**config.mk**
```make
export PLATFORM = sky130hd
export DESIGN_NAME = reg_exec_unit
export DESIGN_NICKNAME = d
export VERILOG_FILES = /design/src/rtl/reg_exec_pkg.sv /design/src/rtl/reg_exec_unit_alu_core.sv /design/src/rtl/reg_exec_unit.sv
export SDC_FILE = /design/constraint.sdc
export NUM_CORES = 1
export LEC_CHECK = 0
export ABC_AREA = 1
export CAP_MARGIN = 20
export CELL_PAD_IN_SITES_DETAIL_PLACEMENT = 1
export CELL_PAD_IN_SITES_GLOBAL_PLACEMENT = 2
export CORE_MARGIN = 8
export CORE_UTILIZATION = 28
export CTS_CLUSTER_SIZE = 16
export DETAILED_ROUTE_END_ITERATION = 12
export PLACE_DENSITY_LB_ADDON = 0.12
export SLEW_MARGIN = 20
export SYNTH_ARGS = -nofsm -noshare
export SYNTH_HDL_FRONTEND = slang
export SYNTH_SLANG_ARGS = --single-unit
```
**constraint.sdc**
```tcl
create_clock -name clk -period 2.8 [get_ports clk]
set_clock_uncertainty 0.05 [all_clocks]
set_input_delay 0.84 -clock clk [delete_from_list [all_inputs] [get_ports clk]]
set_output_delay 0.84 -clock clk [all_outputs]
set_load 0.02 [all_outputs]
```
**src/rtl/reg_exec_pkg.sv**
```systemverilog
// Shared types for the register-file execute stage: opcodes, FSM states and
// the bit positions of the {Z,N,C,V} flags register.
package reg_exec_pkg;

  typedef enum logic [3:0] {
    OP_ADD = 4'h0,
    OP_ADC = 4'h1,
    OP_SUB = 4'h2,
    OP_AND = 4'h3,
    OP_OR  = 4'h4,
    OP_XOR = 4'h5,
    OP_CMP = 4'h6,
    OP_MOV = 4'h7,
    OP_INC = 4'h8,
    OP_DEC = 4'h9,
    OP_SHR = 4'hA,
    OP_SHL = 4'hB,
    OP_NOT = 4'hC
  } op_e;

  typedef enum logic [1:0] {
    IDLE  = 2'd0,
    READ  = 2'd1,
    EXEC  = 2'd2,
    WRITE = 2'd3
  } state_e;

  localparam int FLAG_Z = 3;
  localparam int FLAG_N = 2;
  localparam int FLAG_C = 1;
  localparam int FLAG_V = 0;

endpackage

```
**src/rtl/reg_exec_unit_alu_core.sv**
```systemverilog
// Purely combinational ALU for the execute stage: result, Z/N/C/V and the
// write-back / illegal classification of the opcode.
module alu_core
  import reg_exec_pkg::*;
#(
  parameter int WORD_SIZE = 16
) (
  input  logic [3:0]           op,
  input  logic [WORD_SIZE-1:0] a,
  input  logic [WORD_SIZE-1:0] b,
  input  logic                 c_in,
  output logic [WORD_SIZE-1:0] result,
  output logic                 z,
  output logic                 n,
  output logic                 c,
  output logic                 v,
  output logic                 is_illegal,
  output logic                 writes_back
);

  localparam int MSB = WORD_SIZE - 1;

  logic [WORD_SIZE-1:0] one;
  logic [WORD_SIZE-1:0] rhs;
  logic                 carry_in;
  logic [WORD_SIZE:0]   add_sum;
  logic [WORD_SIZE:0]   sub_diff;
  logic                 add_v;
  logic                 sub_v;

  assign one = {{(WORD_SIZE-1){1'b0}}, 1'b1};

  // INC/DEC reuse the shared adder/subtractor with a constant right operand.
  always_comb begin
    rhs      = b;
    carry_in = 1'b0;
    case (op)
      OP_ADC:         carry_in = c_in;
      OP_INC, OP_DEC: rhs      = one;
      default:        ;
    endcase
  end

  assign add_sum  = {1'b0, a} + {1'b0, rhs} + {{WORD_SIZE{1'b0}}, carry_in};
  assign sub_diff = {1'b0, a} - {1'b0, rhs};
  assign add_v    = (a[MSB] == rhs[MSB]) && (add_sum[MSB] != a[MSB]);
  assign sub_v    = (a[MSB] != rhs[MSB]) && (sub_diff[MSB] != a[MSB]);

  always_comb begin
    result      = '0;
    c           = 1'b0;
    v           = 1'b0;
    is_illegal  = 1'b0;
    writes_back = 1'b1;
    case (op)
      OP_ADD, OP_ADC, OP_INC: begin
        result = add_sum[MSB:0];
        c      = add_sum[WORD_SIZE];
        v      = add_v;
      end
      OP_SUB, OP_DEC: begin
        result = sub_diff[MSB:0];
        c      = sub_diff[WORD_SIZE];
        v      = sub_v;
      end
      OP_CMP: begin
        result      = sub_diff[MSB:0];
        c           = sub_diff[WORD_SIZE];
        v           = sub_v;
        writes_back = 1'b0;
      end
      OP_AND: result = a & b;
      OP_OR:  result = a | b;
      OP_XOR: result = a ^ b;
      OP_NOT: result = ~a;
      OP_MOV: result = b;
      OP_SHR: begin
        result = {1'b0, a[MSB:1]};
        c      = a[0];
      end
      OP_SHL: begin
        result = {a[MSB-1:0], 1'b0};
        c      = a[MSB];
      end
      default: begin
        is_illegal  = 1'b1;
        writes_back = 1'b0;
      end
    endcase
  end

  assign z = (result == '0);
  assign n = result[MSB];

endmodule

```
**src/rtl/reg_exec_unit.sv**
```systemverilog
// Four-cycle execute stage: latches one (op, Rx, Ry) instruction, reads the
// register file, computes through alu_core, writes back and updates flags.
module reg_exec_unit
  import reg_exec_pkg::*;
#(
  parameter  int WORD_SIZE  = 16,
  parameter  int COUNT      = 32,
  localparam int COUNT_BITS = $clog2(COUNT)
) (
  input  logic                  clk,
  input  logic                  rst,
  // Handshake: an instruction transfers on a rising edge where in_valid and
  // in_ready are both high; in_ready is high only in IDLE, and upstream must
  // hold in_valid and the instruction fields stable until that edge.
  input  logic                  in_valid,
  output logic                  in_ready,
  input  logic [3:0]            in_op,
  input  logic [COUNT_BITS-1:0] in_rx,
  input  logic [COUNT_BITS-1:0] in_ry,
  output logic [COUNT_BITS-1:0] rf_idx_a,
  output logic [COUNT_BITS-1:0] rf_idx_b,
  input  logic [WORD_SIZE-1:0]  rf_data_a,
  input  logic [WORD_SIZE-1:0]  rf_data_b,
  output logic [COUNT_BITS-1:0] rf_idx_write,
  output logic [WORD_SIZE-1:0]  rf_data_write,
  output logic                  rf_en_write,
  output logic [3:0]            flags,
  output logic                  done,
  output logic                  illegal
);

  state_e                state;
  logic [3:0]            op_q;
  logic [COUNT_BITS-1:0] rx_q;
  logic [COUNT_BITS-1:0] ry_q;
  logic [WORD_SIZE-1:0]  op_a;
  logic [WORD_SIZE-1:0]  op_b;
  logic [WORD_SIZE-1:0]  result_q;
  logic [3:0]            next_flags_q;

  logic [WORD_SIZE-1:0]  alu_result;
  logic                  alu_z;
  logic                  alu_n;
  logic                  alu_c;
  logic                  alu_v;
  logic                  alu_illegal;
  logic                  alu_writes_back;
  logic                  keeps_flags;
  logic [3:0]            alu_flags;

  alu_core #(
    .WORD_SIZE (WORD_SIZE)
  ) u_alu (
    .op          (op_q),
    .a           (op_a),
    .b           (op_b),
    .c_in        (flags[FLAG_C]),
    .result      (alu_result),
    .z           (alu_z),
    .n           (alu_n),
    .c           (alu_c),
    .v           (alu_v),
    .is_illegal  (alu_illegal),
    .writes_back (alu_writes_back)
  );

  always_comb begin
    alu_flags         = '0;
    alu_flags[FLAG_Z] = alu_z;
    alu_flags[FLAG_N] = alu_n;
    alu_flags[FLAG_C] = alu_c;
    alu_flags[FLAG_V] = alu_v;
  end

  assign keeps_flags   = (op_q == OP_MOV) || alu_illegal;
  assign rf_idx_a      = rx_q;
  assign rf_idx_b      = ry_q;
  assign rf_idx_write  = rx_q;
  assign rf_data_write = result_q;

  // WRITE-cycle strobes are set on the EXEC->WRITE edge so they are clean
  // registered pulses; flags commit on the edge leaving WRITE.
  always_ff @(posedge clk or posedge rst) begin
    if (rst) begin
      state        <= IDLE;
      op_q         <= '0;
      rx_q         <= '0;
      ry_q         <= '0;
      op_a         <= '0;
      op_b         <= '0;
      result_q     <= '0;
      next_flags_q <= '0;
      flags        <= '0;
      rf_en_write  <= 1'b0;
      done         <= 1'b0;
      illegal      <= 1'b0;
      in_ready     <= 1'b1;
    end else begin
      case (state)
        IDLE: begin
          if (in_valid) begin
            op_q     <= in_op;
            rx_q     <= in_rx;
            ry_q     <= in_ry;
            in_ready <= 1'b0;
            state    <= READ;
          end
        end
        READ: begin
          op_a  <= rf_data_a;
          op_b  <= rf_data_b;
          state <= EXEC;
        end
        EXEC: begin
          result_q     <= alu_result;
          next_flags_q <= keeps_flags ? flags : alu_flags;
          rf_en_write  <= alu_writes_back;
          done         <= 1'b1;
          illegal      <= alu_illegal;
          state        <= WRITE;
        end
        WRITE: begin
          flags       <= next_flags_q;
          rf_en_write <= 1'b0;
          done        <= 1'b0;
          illegal     <= 1'b0;
          in_ready    <= 1'b1;
          state       <= IDLE;
        end
        default: state <= IDLE;
      endcase
    end
  end

endmodule
```
==> qor.csv <==
stage,metric,value,unit
finish,nets,1362,
synthesis,synth_top_cell_area_share,0.2832,
route,detail_route.wl_per_cell,17.10,um
timing,hold_viol_final,0,
floorplanning,die_area,0.02885,mm2
synthesis,syn_nets,1161,
timing,hold-worst-slack,0.4287,ns
clock_tree,clk_transition_reported_paths,0.07,ns
timing,slew_viol_final,0,
route,wirelength,26.71,mm
min_path,hold_end,rf_data_write[7]$_DFFE_PP0P_,
route,drc_errors,0,
synthesis,synthXorXnorAreaFrac,0.001322,
finish,multi_input_area,0.004313,mm2
global_routing,grt_pass1_vias,7505,
synthesis,synth_mux_area_frac,0,
outcome,status,"finished, violations left",
timing,fin_crit,2.986,ns
synthesis,yosys-top-cells-area,"dfrtp_1 (28%), nand2_1 (22%), ha_1 (14%)",
clock_tree,insertion_delay,0.35,ns
timing,fmax,334.9,MHz
synthesis,synth_edf_count,0,
worst_setup_path,crit_required,3.03,ns
synthesis,syn_area,0.006628,mm2
worst_setup_path,r2r_end,next_flags_q[3]$_DFFE_PP0P_,
min_path,min_delay_path_depth,2,
min_path,hp-class,reg2reg,
placed_design,gp_congestion,0.8343,
synthesis,synth_most_common_cell,nand2_1,
clock_tree,cts_hold_buf,0,
route,dr.pass1.iters,4,
clock_tree,htreeDepth,3,
floorplanning,die_width,169.9,um
global_routing,overflow,0,
finish,fin_cells,1562,
synthesis,synth-simple-area-share,0.3604,
timing,rsz0062_at_grt,yes,
finish,final_core_utilization,0.4008,
route,ant_nets,0,
worst_setup_path,arrival,3.21,ns
synthesis,synth_ff_type,dfrtp_1,
floorplanning,dieHeight,169.9,um
synthesis,synth_top_cell_by_area,dfrtp_1,
worst_setup_path,worstReg2RegStart,op_q[2]$_DFFE_PP0P_,
clock_tree,cts_buffers,9,
placed_design,dp_cells,1538,
job,maxCapViolations,0,
route,drt_iter0_drc,321,
finish,seq_area,0.001903,mm2
global_routing,track_usage,0.1834,
timing,finalSetupTns,-0.1858,ns
worst_setup_path,ff2ff_setup_slack,-0.19,ns
route,via_per_inst,4.624,
floorplanning,ios,88,
synthesis,synth_fa_ha_area_frac,0.1450,
synthesis,ys_ff_latch,76,
clock_tree,cts_tree,built,
synthesis,synth_commonest_cells,"nand2_1 (388), inv_1 (137), nor2_1 (98)",
placed_design,portBuffers,87,
floorplanning,core,0.02333,mm2
synthesis,avgSynthCellArea,6.391,um2
route,routed-via-count,7223,
timing,setup_viol,1,
min_path,min-delay-start,rf_data_write[7]$_DFFE_PP0P_,
worst_setup_path,worstSetupStartpointType,register,
clock_tree,clockBufferDepth,2,
synthesis,synth_warnings,0,
timing,finalCritPeriodShare,1.066,
synthesis,async_reset_ff_frac,1.000,
timing,max_slew_margin,0.4238,
timing,max_slew.worst_pin.slew,0.8611,ns
worst_setup_path,worst-r2r-cell-count,18,
synthesis,netlist-cell-type-count,34,
synthesis,syn_inst,1037,
global_routing,antenna_found_initial,0,
global_routing,grt_pass1_wl,41.45,mm
floorplanning,rows,56,
synthesis,synth_top_family_by_area,simple AND/OR/NAND/NOR gates,
clock_tree,cts_root_buf,clkbuf_16,
worst_setup_path,crit_type,reg2reg,
outcome,violations,setup timing,
synthesis,synth_compound_area_frac,0.1027,
placed_design,dp_hpwl,22.05,mm
finish,drive_gt1_frac,0.1850,
finish,areaGrowthSynthToFinish,41.12,%
clock_tree,cts.sinks,76,
synthesis,ys_seq_area_frac,0.2871,
finish,fillers,2999,
floorplanning,start_util,0.2841,
finish,antenna_cells,0,
timing,fin_ws,-0.1858,ns
worst_setup_path,cp_max_fo,8,
worst_setup_path,crit_path_end_kind,register,
global_routing,grt_max_degree,65,
## state kept, by name (all words and copies together), names as in the netlist, 2 cells and up
signal	cells
op_a	16
op_b	16
rf_data_write	16
rf_idx_a	5
rf_idx_b	5
flags	4
next_flags_q	4
op_q	4
state	2
## through the flow
stage          worst slack, ns  area, um2
2_1_floorplan         -0.02452       6659
3_3_place_gp          -0.07379       8745
3_5_place_dp           -0.1701       8747
4_1_cts                -0.1378       9081
5_1_grt                -0.3477       9353
6_report               -0.1858       9353
## worst max path at each step
stage | startpoint | to | slack (ns) | cells past startpoint
floorplan | op_q[3]$_DFFE_PP0P_ | next_flags_q[3]$_DFFE_PP0P_ | -0.02 | 20
global placement | op_q[3]$_DFFE_PP0P_ | next_flags_q[3]$_DFFE_PP0P_ | -0.07 | 16
detailed placement | op_q[3]$_DFFE_PP0P_ | next_flags_q[3]$_DFFE_PP0P_ | -0.17 | 18
CTS | op_q[2]$_DFFE_PP0P_ | next_flags_q[3]$_DFFE_PP0P_ | -0.14 | 18
global route | op_q[3]$_DFFE_PP0P_ | next_flags_q[3]$_DFFE_PP0P_ | -0.35 | 19
finish | op_q[2]$_DFFE_PP0P_ | next_flags_q[3]$_DFFE_PP0P_ | -0.19 | 18
## placed cells by master (no fill, tap or decap), drive strengths merged
cell / count
nand2: 391
inv: 142
buf: 133
nor2: 98
clkdlybuf4s50: 87
dfrtp: 75
ha: 72
nand3: 71
o21ai: 68
a21oi: 29
nand4: 13
clkbuf: 9
o22ai: 7
and2: 7
o211ai: 6
nor3: 6
or2: 3
o21bai: 3
o2111ai: 3
nand3b: 3
clkinvlp: 3
fa: 3
o221ai: 2
clkinv: 2
a211oi: 1
a21boi: 1
a31oi: 1
a22oi: 1
xor2: 1
o31ai: 1
dfstp: 1
## worst max-delay path: stages (launching register included)
cell and delay (ns):
dfrtp_1 0.43, nor2_4 0.22, nand2_8 0.11, nand2_4 0.10, inv_2 0.04, fa_2 0.36, inv_2 0.08, fa_2 0.44
nand3_2 0.09, nand2_2 0.05, nor2_2 0.09, nand3_2 0.09, nor2_1 0.12, nand3_1 0.08, nor2_1 0.12, nand3_1 0.09
nor2_1 0.12, nand3_1 0.08, a21oi_1 0.15
## cell families after synthesis
family | Yosys count
buffers and inverters | 171
XOR/XNOR | 1
AND/OR/NAND/NOR | 591
adder cells (fa/ha/maj) | 75
flip-flops | 76
AO/OA/AOI/OAI | 123
## metal layers
metal | part of all wire | GRT usage | vias to the layer above
li1 | - | - | 3658
met1 | 0.52 | 0.2670 | 3439
met2 | 0.44 | 0.2838 | 110
met3 | 0.035 | 0.02502 | 16
met4 | 0.010 | 0.03655 | 0
met5 | 0 | 0 | -
## layout make-up
class / instances / area share
tap: 319 / 0.04268
clock inverter: 7 / 0.006823
timing repair buffer: 220 / 0.2052
inverter: 140 / 0.05659
sequential: 76 / 0.2035
multi-input combinational: 791 / 0.4611
clock buffer: 9 / 0.02408
## what timing repair did
| item | 4_1_cts | 5_1_grt |
|---|---|---|
| setup endpoints to repair | 9 | 13 |
| cloned | 0 | 1 |
| pin swaps | 1 | 22 |
| gates resized for setup | 7 | 74 |
| setup buffers | 2 | 5 |
Power is not shown: default switching activity piles up to over one toggle a cycle in this logic, so the estimate is an artifact.
